<file path="src/rtl/mips_mmio_pkg.sv">
// Shared constants and helpers for the mips_mmio_out peripheral.
// Holds the default bus addresses, the status bit positions and the clog2 helper.
package mips_mmio_pkg;

    localparam logic [7:0] DEF_DATA_ADDR = 8'hFF;
    localparam logic [7:0] DEF_STAT_ADDR = 8'hFE;
    localparam logic [7:0] DEF_LAST_ADDR = 8'hFD;

    localparam int STAT_OVF   = 7;
    localparam int STAT_RDERR = 6;
    localparam int STAT_FULL  = 5;
    localparam int STAT_EMPTY = 4;

    // Smallest r with 2**r >= n; used for pointer and count widths.
    function automatic int clog2(input int n);
        int r;
        r = 0;
        for (int i = 0; i < 31; i++) begin
            if ((1 << i) < n) begin
                r = i + 1;
            end
        end
        return r;
    endfunction

endpackage

</file>
<file path="src/rtl/mips_mmio_fifo.sv">
// Generic first-word-fall-through synchronous FIFO.
// The head is presented combinationally and reads as zero while empty, so a
// freshly reset FIFO drives zero on pop_data without clearing the storage.
module mips_mmio_fifo
    import mips_mmio_pkg::*;
#(
    parameter int W     = 8,
    parameter int DEPTH = 4,
    localparam int PW   = (clog2(DEPTH) < 1) ? 1 : clog2(DEPTH),
    localparam int CW   = clog2(DEPTH) + 1
) (
    input  logic          clk,
    input  logic          reset,
    input  logic          push,
    input  logic [W-1:0]  push_data,
    input  logic          pop,
    output logic [W-1:0]  pop_data,
    output logic          full,
    output logic          empty,
    output logic [CW-1:0] count
);

    logic [W-1:0]  mem_q [DEPTH];
    logic [W-1:0]  mem_d [DEPTH];
    logic [PW-1:0] wr_ptr_q, wr_ptr_d;
    logic [PW-1:0] rd_ptr_q, rd_ptr_d;
    logic [CW-1:0] count_q, count_d;
    logic          do_push;
    logic          do_pop;

    assign empty = (count_q == '0);
    assign full  = (count_q == CW'(DEPTH));
    assign count = count_q;

    // A pop on an empty FIFO is ignored; a push into a full FIFO only
    // proceeds when the head leaves in the same cycle.
    assign do_pop   = pop & ~empty;
    assign do_push  = push & (~full | do_pop);
    assign pop_data = empty ? '0 : mem_q[rd_ptr_q];

    // Next-state for storage, pointers and occupancy; pointers wrap naturally.
    always_comb begin
        mem_d    = mem_q;
        wr_ptr_d = wr_ptr_q;
        rd_ptr_d = rd_ptr_q;
        count_d  = count_q;
        if (do_push) begin
            mem_d[wr_ptr_q] = push_data;
            wr_ptr_d        = wr_ptr_q + PW'(1);
        end
        if (do_pop) begin
            rd_ptr_d = rd_ptr_q + PW'(1);
        end
        if (do_push && !do_pop) begin
            count_d = count_q + CW'(1);
        end else if (do_pop && !do_push) begin
            count_d = count_q - CW'(1);
        end
    end

    // Pointer and count registers with synchronous reset.
    always_ff @(posedge clk) begin
        if (reset) begin
            wr_ptr_q <= '0;
            rd_ptr_q <= '0;
            count_q  <= '0;
        end else begin
            wr_ptr_q <= wr_ptr_d;
            rd_ptr_q <= rd_ptr_d;
            count_q  <= count_d;
        end
    end

    // Storage array; contents are don't-care while the FIFO is empty.
    always_ff @(posedge clk) begin
        mem_q <= mem_d;
    end

endmodule

</file>
<file path="src/rtl/mips_mmio_out.sv">
// Memory-mapped output port on the mips_mem data bus.
// Stores to DATA_ADDR queue words for an external valid/ready consumer;
// STAT_ADDR exposes {overflow, read-empty error, full, empty, count}.
// Optional build macro MIPS_MMIO_LAST_EN adds a last-pushed-word register
// readable at DATA_ADDR-2.
module mips_mmio_out
    import mips_mmio_pkg::*;
#(
    parameter int               WIDTH     = 8,
    parameter int               DEPTH     = 4,
    parameter logic [WIDTH-1:0] DATA_ADDR = WIDTH'(DEF_DATA_ADDR),
    parameter logic [WIDTH-1:0] STAT_ADDR = WIDTH'(DEF_STAT_ADDR)
) (
    input  logic             clk,
    input  logic             reset,
    input  logic [WIDTH-1:0] adr,
    input  logic [WIDTH-1:0] writedata,
    input  logic             memwrite,
    input  logic             memread,
    output logic [WIDTH-1:0] readdata,
    output logic             sel,
    output logic [WIDTH-1:0] out_data,
    output logic             out_valid,
    input  logic             out_ready
);

    localparam int CW = clog2(DEPTH) + 1;

    logic          hit_data;
    logic          hit_stat;
    logic          hit_last;
    logic          push_req;
    logic          pop;
    logic          fifo_full;
    logic          fifo_empty;
    logic [CW-1:0] fifo_count;
    logic          ovf_event;
    logic          rderr_event;
    logic          ovf_q, ovf_d;
    logic          rderr_q, rderr_d;
    logic [7:0]    status;
    logic [WIDTH-1:0] last_q;

    assign hit_data  = (adr == DATA_ADDR);
    assign hit_stat  = (adr == STAT_ADDR);
    assign push_req  = memwrite & hit_data;
    assign pop       = out_valid & out_ready;
    assign out_valid = ~fifo_empty;

    // A full FIFO drops the word unless the consumer frees a slot this cycle.
    assign ovf_event   = push_req & fifo_full & ~pop;
    assign rderr_event = memread & hit_data & fifo_empty;

    mips_mmio_fifo #(
        .W     (WIDTH),
        .DEPTH (DEPTH)
    ) u_fifo (
        .clk       (clk),
        .reset     (reset),
        .push      (push_req),
        .push_data (writedata),
        .pop       (pop),
        .pop_data  (out_data),
        .full      (fifo_full),
        .empty     (fifo_empty),
        .count     (fifo_count)
    );

`ifdef MIPS_MMIO_LAST_EN
    logic [WIDTH-1:0] last_d;
    logic             push_accept;

    assign hit_last    = (adr == WIDTH'(DEF_LAST_ADDR - DEF_DATA_ADDR) + DATA_ADDR);
    assign push_accept = push_req & (~fifo_full | pop);

    // Remember the most recent word that actually entered the FIFO.
    always_comb begin
        last_d = last_q;
        if (push_accept) begin
            last_d = writedata;
        end
    end

    // Last-pushed-word register.
    always_ff @(posedge clk) begin
        if (reset) begin
            last_q <= '0;
        end else begin
            last_q <= last_d;
        end
    end
`else
    assign hit_last = 1'b0;
    assign last_q   = '0;
`endif

    // Sticky flags: software clears by writing 1s to STAT_ADDR, but a new
    // event in the same cycle keeps the flag set.
    always_comb begin
        ovf_d   = ovf_q;
        rderr_d = rderr_q;
        if (memwrite && hit_stat) begin
            if (writedata[STAT_OVF]) begin
                ovf_d = 1'b0;
            end
            if (writedata[STAT_RDERR]) begin
                rderr_d = 1'b0;
            end
        end
        if (ovf_event) begin
            ovf_d = 1'b1;
        end
        if (rderr_event) begin
            rderr_d = 1'b1;
        end
    end

    // Sticky flag registers.
    always_ff @(posedge clk) begin
        if (reset) begin
            ovf_q   <= 1'b0;
            rderr_q <= 1'b0;
        end else begin
            ovf_q   <= ovf_d;
            rderr_q <= rderr_d;
        end
    end

    // Status byte and load-data mux; readdata depends only on adr and state.
    always_comb begin
        status             = '0;
        status[STAT_OVF]   = ovf_q;
        status[STAT_RDERR] = rderr_q;
        status[STAT_FULL]  = fifo_full;
        status[STAT_EMPTY] = fifo_empty;
        status[3:0]        = 4'(fifo_count);
        readdata           = '0;
        if (hit_stat) begin
            readdata = WIDTH'(status);
        end else if (hit_data) begin
            readdata = out_data;
        end else if (hit_last) begin
            readdata = last_q;
        end
    end

    assign sel = hit_data | hit_stat | hit_last;

endmodule
</file>
<file path="config.mk">
export PLATFORM = sky130hd
export DESIGN_NAME = mips_mmio_out
export DESIGN_NICKNAME = d
export VERILOG_FILES = /design/src/rtl/mips_mmio_pkg.sv /design/src/rtl/mips_mmio_fifo.sv /design/src/rtl/mips_mmio_out.sv
export SDC_FILE = /design/constraint.sdc
export NUM_CORES = 1
export LEC_CHECK = 0
export CAP_MARGIN = 20
export CELL_PAD_IN_SITES_DETAIL_PLACEMENT = 1
export CELL_PAD_IN_SITES_GLOBAL_PLACEMENT = 2
export CORE_MARGIN = 3
export CORE_UTILIZATION = 38
export DETAILED_ROUTE_END_ITERATION = 7
export GPL_ROUTABILITY_DRIVEN = 1
export PLACE_DENSITY_LB_ADDON = 0.1
export SLEW_MARGIN = 20
export SYNTH_ARGS = -nofsm -noshare
export SYNTH_HDL_FRONTEND = slang
export SYNTH_SLANG_ARGS = --single-unit
</file>
<file path="constraint.sdc">
create_clock -name clk -period 6.65 [get_ports clk]
set_input_delay 1.33 -clock clk [delete_from_list [all_inputs] [get_ports clk]]
set_output_delay 1.33 -clock clk [all_outputs]
set_load 0.01 [all_outputs]
</file>
Yosys cells after proc, flatten, opt, wreduce, memory -nomap -nowiden
Cells that the tools add are included.
{"block": "totals", "ff_bits": 41, "out_inout_bits": 18, "word_cells": 65, "inputBits": 21}
{"block": "op_classes", "n_addsub": 4, "muxes": 17, "n_eq_ne": 3, "reduce_logical": 14, "order_cmp": 3, "bitwise_logic": 15}
{"cell": "two-way mux 8 bit", "n": 6}
{"cell": "bitwise mux 32 bit", "n": 1}
{"cell": "binary-select mux 8 bit (select 2 bit)", "n": 1}
{"cell": "demux 8 bit (select 2 bit)", "n": 1}
{"cell": "equality test 8 bit, second input constant", "n": 2}
{"cell": "nonzero test 2 bit", "n": 5}
{"cell": "AND 1 bit", "n": 8}
{"cell": ">= comparator 3 bit, second input constant", "n": 2}
{"cell": "two-way mux 1 bit", "n": 6}
{"cell": "two-way mux 3 bit", "n": 2}
{"cell": "NOT 2 -> 3 bit", "n": 2}
{"cell": "adder 2 x 1 -> 2 bit, second input constant", "n": 2}
{"cell": "logical AND 1 bit", "n": 4}
{"cell": "AND reduction 2 bit", "n": 2}
{"cell": "adder 3 x 1 -> 3 bit, second input constant", "n": 1}
{"cell": "equality test 3 bit, second input constant", "n": 1}
{"cell": "zero test 3 bit", "n": 1}
{"cell": "less-than comparator 3 x 1 -> 1 bit, second input constant", "n": 1}
{"cell": "NOT 1 bit", "n": 3}
{"cell": "subtractor 3 x 1 -> 3 bit, second input constant", "n": 1}
{"cell": "zero test 1 bit", "n": 2}
{"cell": "OR 1 bit", "n": 2}

Logic depth before layout (Yosys ltp)
{"block": "depth", "depth_word": 10, "ltp_mapped": 10, "mapped_depth_nobuf": 9}

Hierarchy
From an unflattened synthesis, not the netlist that was laid out.
{"block": "unflattened", "hier_cells": 134, "hier_area_um2": 1959.4}
{"mod": "mips_mmio_fifo", "seq_area_each_um2": 1101.1, "n_inst": 1, "cells_each": 97, "area_each_um2": 1664.1}
{"mod": "mips_mmio_out", "seq_area_each_um2": 40.0, "n_inst": 1, "cells_each": 37, "area_each_um2": 295.3}

Least setup slack after synthesis
Ideal clock, no wire load.
{"block": "synth_path", "kind": "in2out", "start": "input adr[1]", "end": "output readdata[2]", "stages": 6, "slack_ns": 3.181, "path_buffers": 2, "arrival_time_ns": 2.139, "cell_sequence": "nand4_1 -> or2_1 -> buf_6 -> clkinv_2 -> buf_6 -> o221a_1"}
{"block": "synth_between", "elab_chain_cells": 3, "word_cells_on_any_way": 4, "classes_between": "eq/ne: 2; mux: 2"}
{"element": "start, declared", "line_no": "mips_mmio_out.sv:16", "source": "input logic [WIDTH-1:0] adr,"}
{"element": "equality test 8 bit", "line_no": "mips_mmio_out.sv:44", "source": "assign hit_data = (adr == DATA_ADDR);"}
{"element": "two-way mux 8 bit", "line_no": "mips_mmio_out.sv:140", "source": "end else if (hit_data) begin"}
{"element": "two-way mux 8 bit (*)", "line_no": "mips_mmio_out.sv:138", "source": "if (hit_stat) begin"}
{"element": "end, declared", "line_no": "mips_mmio_out.sv:20", "source": "output logic [WIDTH-1:0] readdata,"}
Mark *: on every way between the ends. The rest lies on a longest branch, timed or not.

Worst setup path in the final report
{"block": "layout_path", "start": "input adr[0]", "end": "output readdata[2]"}
The elaborated chain is that of the path after synthesis.

==> out/qor_table.md <==
| Metric | Reported | Unit |
|---|---|---|
| Status | finished clean | - |
| Layout cells sized above 1 | 16.0 | % |
| Warnings, synthesis | 0 | - |
| Finished Core Util | 50.3 | % |
| Commonest non-fill, non-tap cells in the layout | 38 x clkdlybuf4s50_1, 32 x edfxtp_1, 15 x nor2_1, 9 x dfxtp_1, 8 x mux4_2 | - |
| Ratio of routed vias to standard cells | 5.03 | - |
| Post-synthesis cell count | 131 | - |
| Complex-gate fraction of the synthesized area | 4.98 | % |
| Data required, critical path | 5.32 | ns |
| Number of nets produced by synthesis | 158 | - |
| Sequential-to-total area share from yosys stat | 59.0 | % |
| CTS tree | done | - |
| Post-CTS Hold Buffers | 0 | - |
| IR drop worst, VDD | 0.181 | mV |
| Count of unique library cells instantiated by Yosys | 38 | - |
| Critical path launch point type | input pin | - |
| Highest achievable clock rate | 0.219 | GHz |
| Resize count post-CTS | 0 | - |
| Insertion delay of the later-clocked pin in the worst-skew pair | 0.28 | ns |
| Maximum number of pins on one net before global-route repair | 14 | - |
| Final count of negative-setup-slack endpoints | 0 | - |
| Maximum clock insertion buffer count | 2 | - |
| Portion of synthesized cell area occupied by the leading cell type | 49.6 | % |
| Die extent in y | 77.4 | um |
| Port bufs | 38 | - |
| Path category of the worst min-delay check | reg2reg | - |
| Worst hold path depth | 2 | - |
| Post-synthesis share of cell area spent on full adders, half adders and majority gates | 4.27 | % |
| Kind of capture point of the worst setup path | output pin | - |
| Crit Path Max Fanout | 13 | - |
| Aggregate global routing overflow | 0 | - |
| Effective utilization at floorplan | 40.2 | % |
| Number of inserted diodes | 0 | - |
| Finished Layout Cells | 236 | - |
| Final worst clock skew | 0.00717 | ns |
| Row Count | 25 | - |
| Async set or reset register ratio after synthesis | 0 | % |
| Primary flip-flop cell chosen by synthesis mapping | edfxtp_1 | - |
| Register bit count reported by yosys | 41 | - |
| Global-route total usage across every layer | 14.4 | % |
| MaxCap Viol Count | 0 | - |
| TritonCTS Buffers | 5 | - |
| Die Outline Area | 0.00599 | sq mm |
| Hold Path Origin | rderr_q$_SDFFE_PP0P_ | - |
| Number of global-route vias before repair | 1213 | - |
| Largest family of logic cells by synthesized area | simple AND/OR/NAND/NOR gates | - |
| Length in cells of the worst reg-to-reg path | 9 | - |
| Routed vias | 1188 | - |
| Clock transition time at the flip-flop clock pins of the worst setup and hold paths | 0.07 | ns |
| Netlist Area Pre-Place | 0.00194 | sq mm |
| Final-report hold violation count | 0 | - |
| Count of pins over their slew limit | 0 | - |
| Detailed-route wire length | 4100 | um |
| Transition at the pin with the smallest max-transition slack | 0.619 | ns |
| Tot Pwr | 701 | uW |
| Reg2Reg Capture Point | u_fifo.count[2]$_SDFFE_PP0P_ | - |
| DRC viols | 0 | - |
| Avg Inst Size Synth | 14.8 | sq um |
| Capture endpoint of the worst hold path | rderr_q$_SDFFE_PP0P_ | - |
| Worst setup path category | in2out | - |
| Post-Synth Simple-Gate Area | 13.6 | % |
| Launch point of the worst reg-to-reg path | u_fifo.count[0]$_SDFFE_PP0P_ | - |
| Detailed-routing iteration count for the pre-antenna-repair pass | 4 | - |
| Antenna viol nets, final | 0 | - |
| Cell type with the largest total area after synthesis | edfxtp_1 | - |
| Layout overhead on the synthesized area | 25.3 | % |
| Antenna violations before repair | 0 | - |
| Arrival time at the worst endpoint | 3.23 | ns |
| Multiplexer share of the synthesized area | 12.5 | % |
| Detailed router's first-iteration violation count | 44 | - |
| Core footprint | 0.00482 | sq mm |
| Wire per inst | 17.4 | um |
| X dimension of the die | 77.4 | um |
| Placed Instances | 229 | - |
| Ratio of final minimum period to clock period | 68.5 | % |
| Last weighted congestion value of the routability-driven placer | 0.728 | - |
| Estimated wirelength of the detail-placed design | 3070 | um |
| RSZ-0062 raised after global routing | false | - |
| Count of boundary I/O pins | 39 | - |
| Minimum clock period | 4.56 | ns |
| Leak Pwr | 0.000826 | uW |
| Cell at the root of the clock tree | clkbuf_8 | - |
| Number of synthesized flops with an enable pin | 32 | - |
| Setup slack at placement | 2.09 | ns |
| R2r setup slk | 4.28 | ns |
| Postcts setup bufs | 0 | - |
| Number of H-tree levels | 2 | - |
| Fin Setup TNS | 0 | ns |
| Post-route worst setup slack | 2.09 | ns |
| Post-layout net count | 196 | - |
| Cells taking the most area after synthesis | edfxtp_1 50%, dfxtp_1 9.3%, mux4_2 9.3% | - |
| Xor/xnor cell area share of the yosys netlist | 1.81 | % |
| Total power density per cell area | 289 | mW/mm^2 |
| Relative slew slack | 58.7 | % |
| Most frequent standard cell in the layout excluding fill and tap cells | clkdlybuf4s50_1 | - |
| First-pass GRT wire length | 6600 | um |
| Number of clock sinks seen by CTS | 41 | - |
state kept, by name (all words and copies together) (netlist names):
name             flops
u_fifo.count         3
u_fifo.wr_ptr_q      2
rderr_q              1
u_fifo.rd_ptr_q      2
u_fifo.mem_q        32
ovf_q                1
worst max-delay path, stage by stage:
cell,delay [ns]
clkdlybuf4s50_1,0.83
inv_1,0.20
nor2_1,0.14
o221a_1,0.19
clkdlybuf4s50_1,0.53
power breakdown:
group | switching, uW | internal [uW]
combinational | 110 | 136
clock | 72.3 | 70.6
sequential | 26.6 | 285
per-layer routing:
layer	track usage [%]	vias up	wire length (um)
met2	23.1	40	1980
met3	4.18	4	235
met1	19.1	582	1850
li1	-	562	-
met5	0	-	0
met4	3.74	0	34
metrics by stage:
stage               area [sq um]  hold WS, ns
finish                      2420        0.542
global route                2420        0.596
floorplan                   1940        0.495
global placement            2350        0.530
CTS                         2420        0.546
detailed placement          2350        0.536
cells by family after synthesis:
family          count (synthesis)
fa+ha+maj                       6
simple gates                   42
xor+xnor                        4
mux                            14
buf+inv                        13
compound gates                 11
flops                          41
synth_stat cells, types with 2 or more instances:
library cell	instances
and2_4	6
edfxtp_1	32
nor2_1	15
ha_1	5
a21oi_1	2
nand2_1	2
mux4_2	8
inv_1	4
and3_1	5
dfxtp_1	9
mux2i_1	5
buf_2	2
buf_6	3
and2_1	3
nor3_1	2
xor2_1	4
clkbuf_1	2
nand3_1	2
layout make-up:
type | count | area (sq um)
Timing Repair Buffer | 38 | 380
Multi-Input combinational cell | 77 | 719
Sequential cell | 41 | 1140
Clock inverter | 1 | 3.75
Clock buffer | 6 | 72.6
Fill cell | 504 | 2390
Tap cell | 67 | 83.8
Inverter | 6 | 23.8
how the worst max path moves through the flow:
stage / depth (start not counted) / startpoint / slack (ns) / endpoint
finish: 5 / adr[0] / 2.09 / readdata[2]
global placement: 5 / adr[0] / 2.12 / readdata[2]
floorplan: 6 / adr[1] / 3.18 / readdata[2]
detailed placement: 5 / adr[0] / 2.09 / readdata[2]
global route: 5 / adr[0] / 1.95 / readdata[2]
CTS: 5 / adr[0] / 2.08 / readdata[2]
Power figures use the tool's default switching activity.
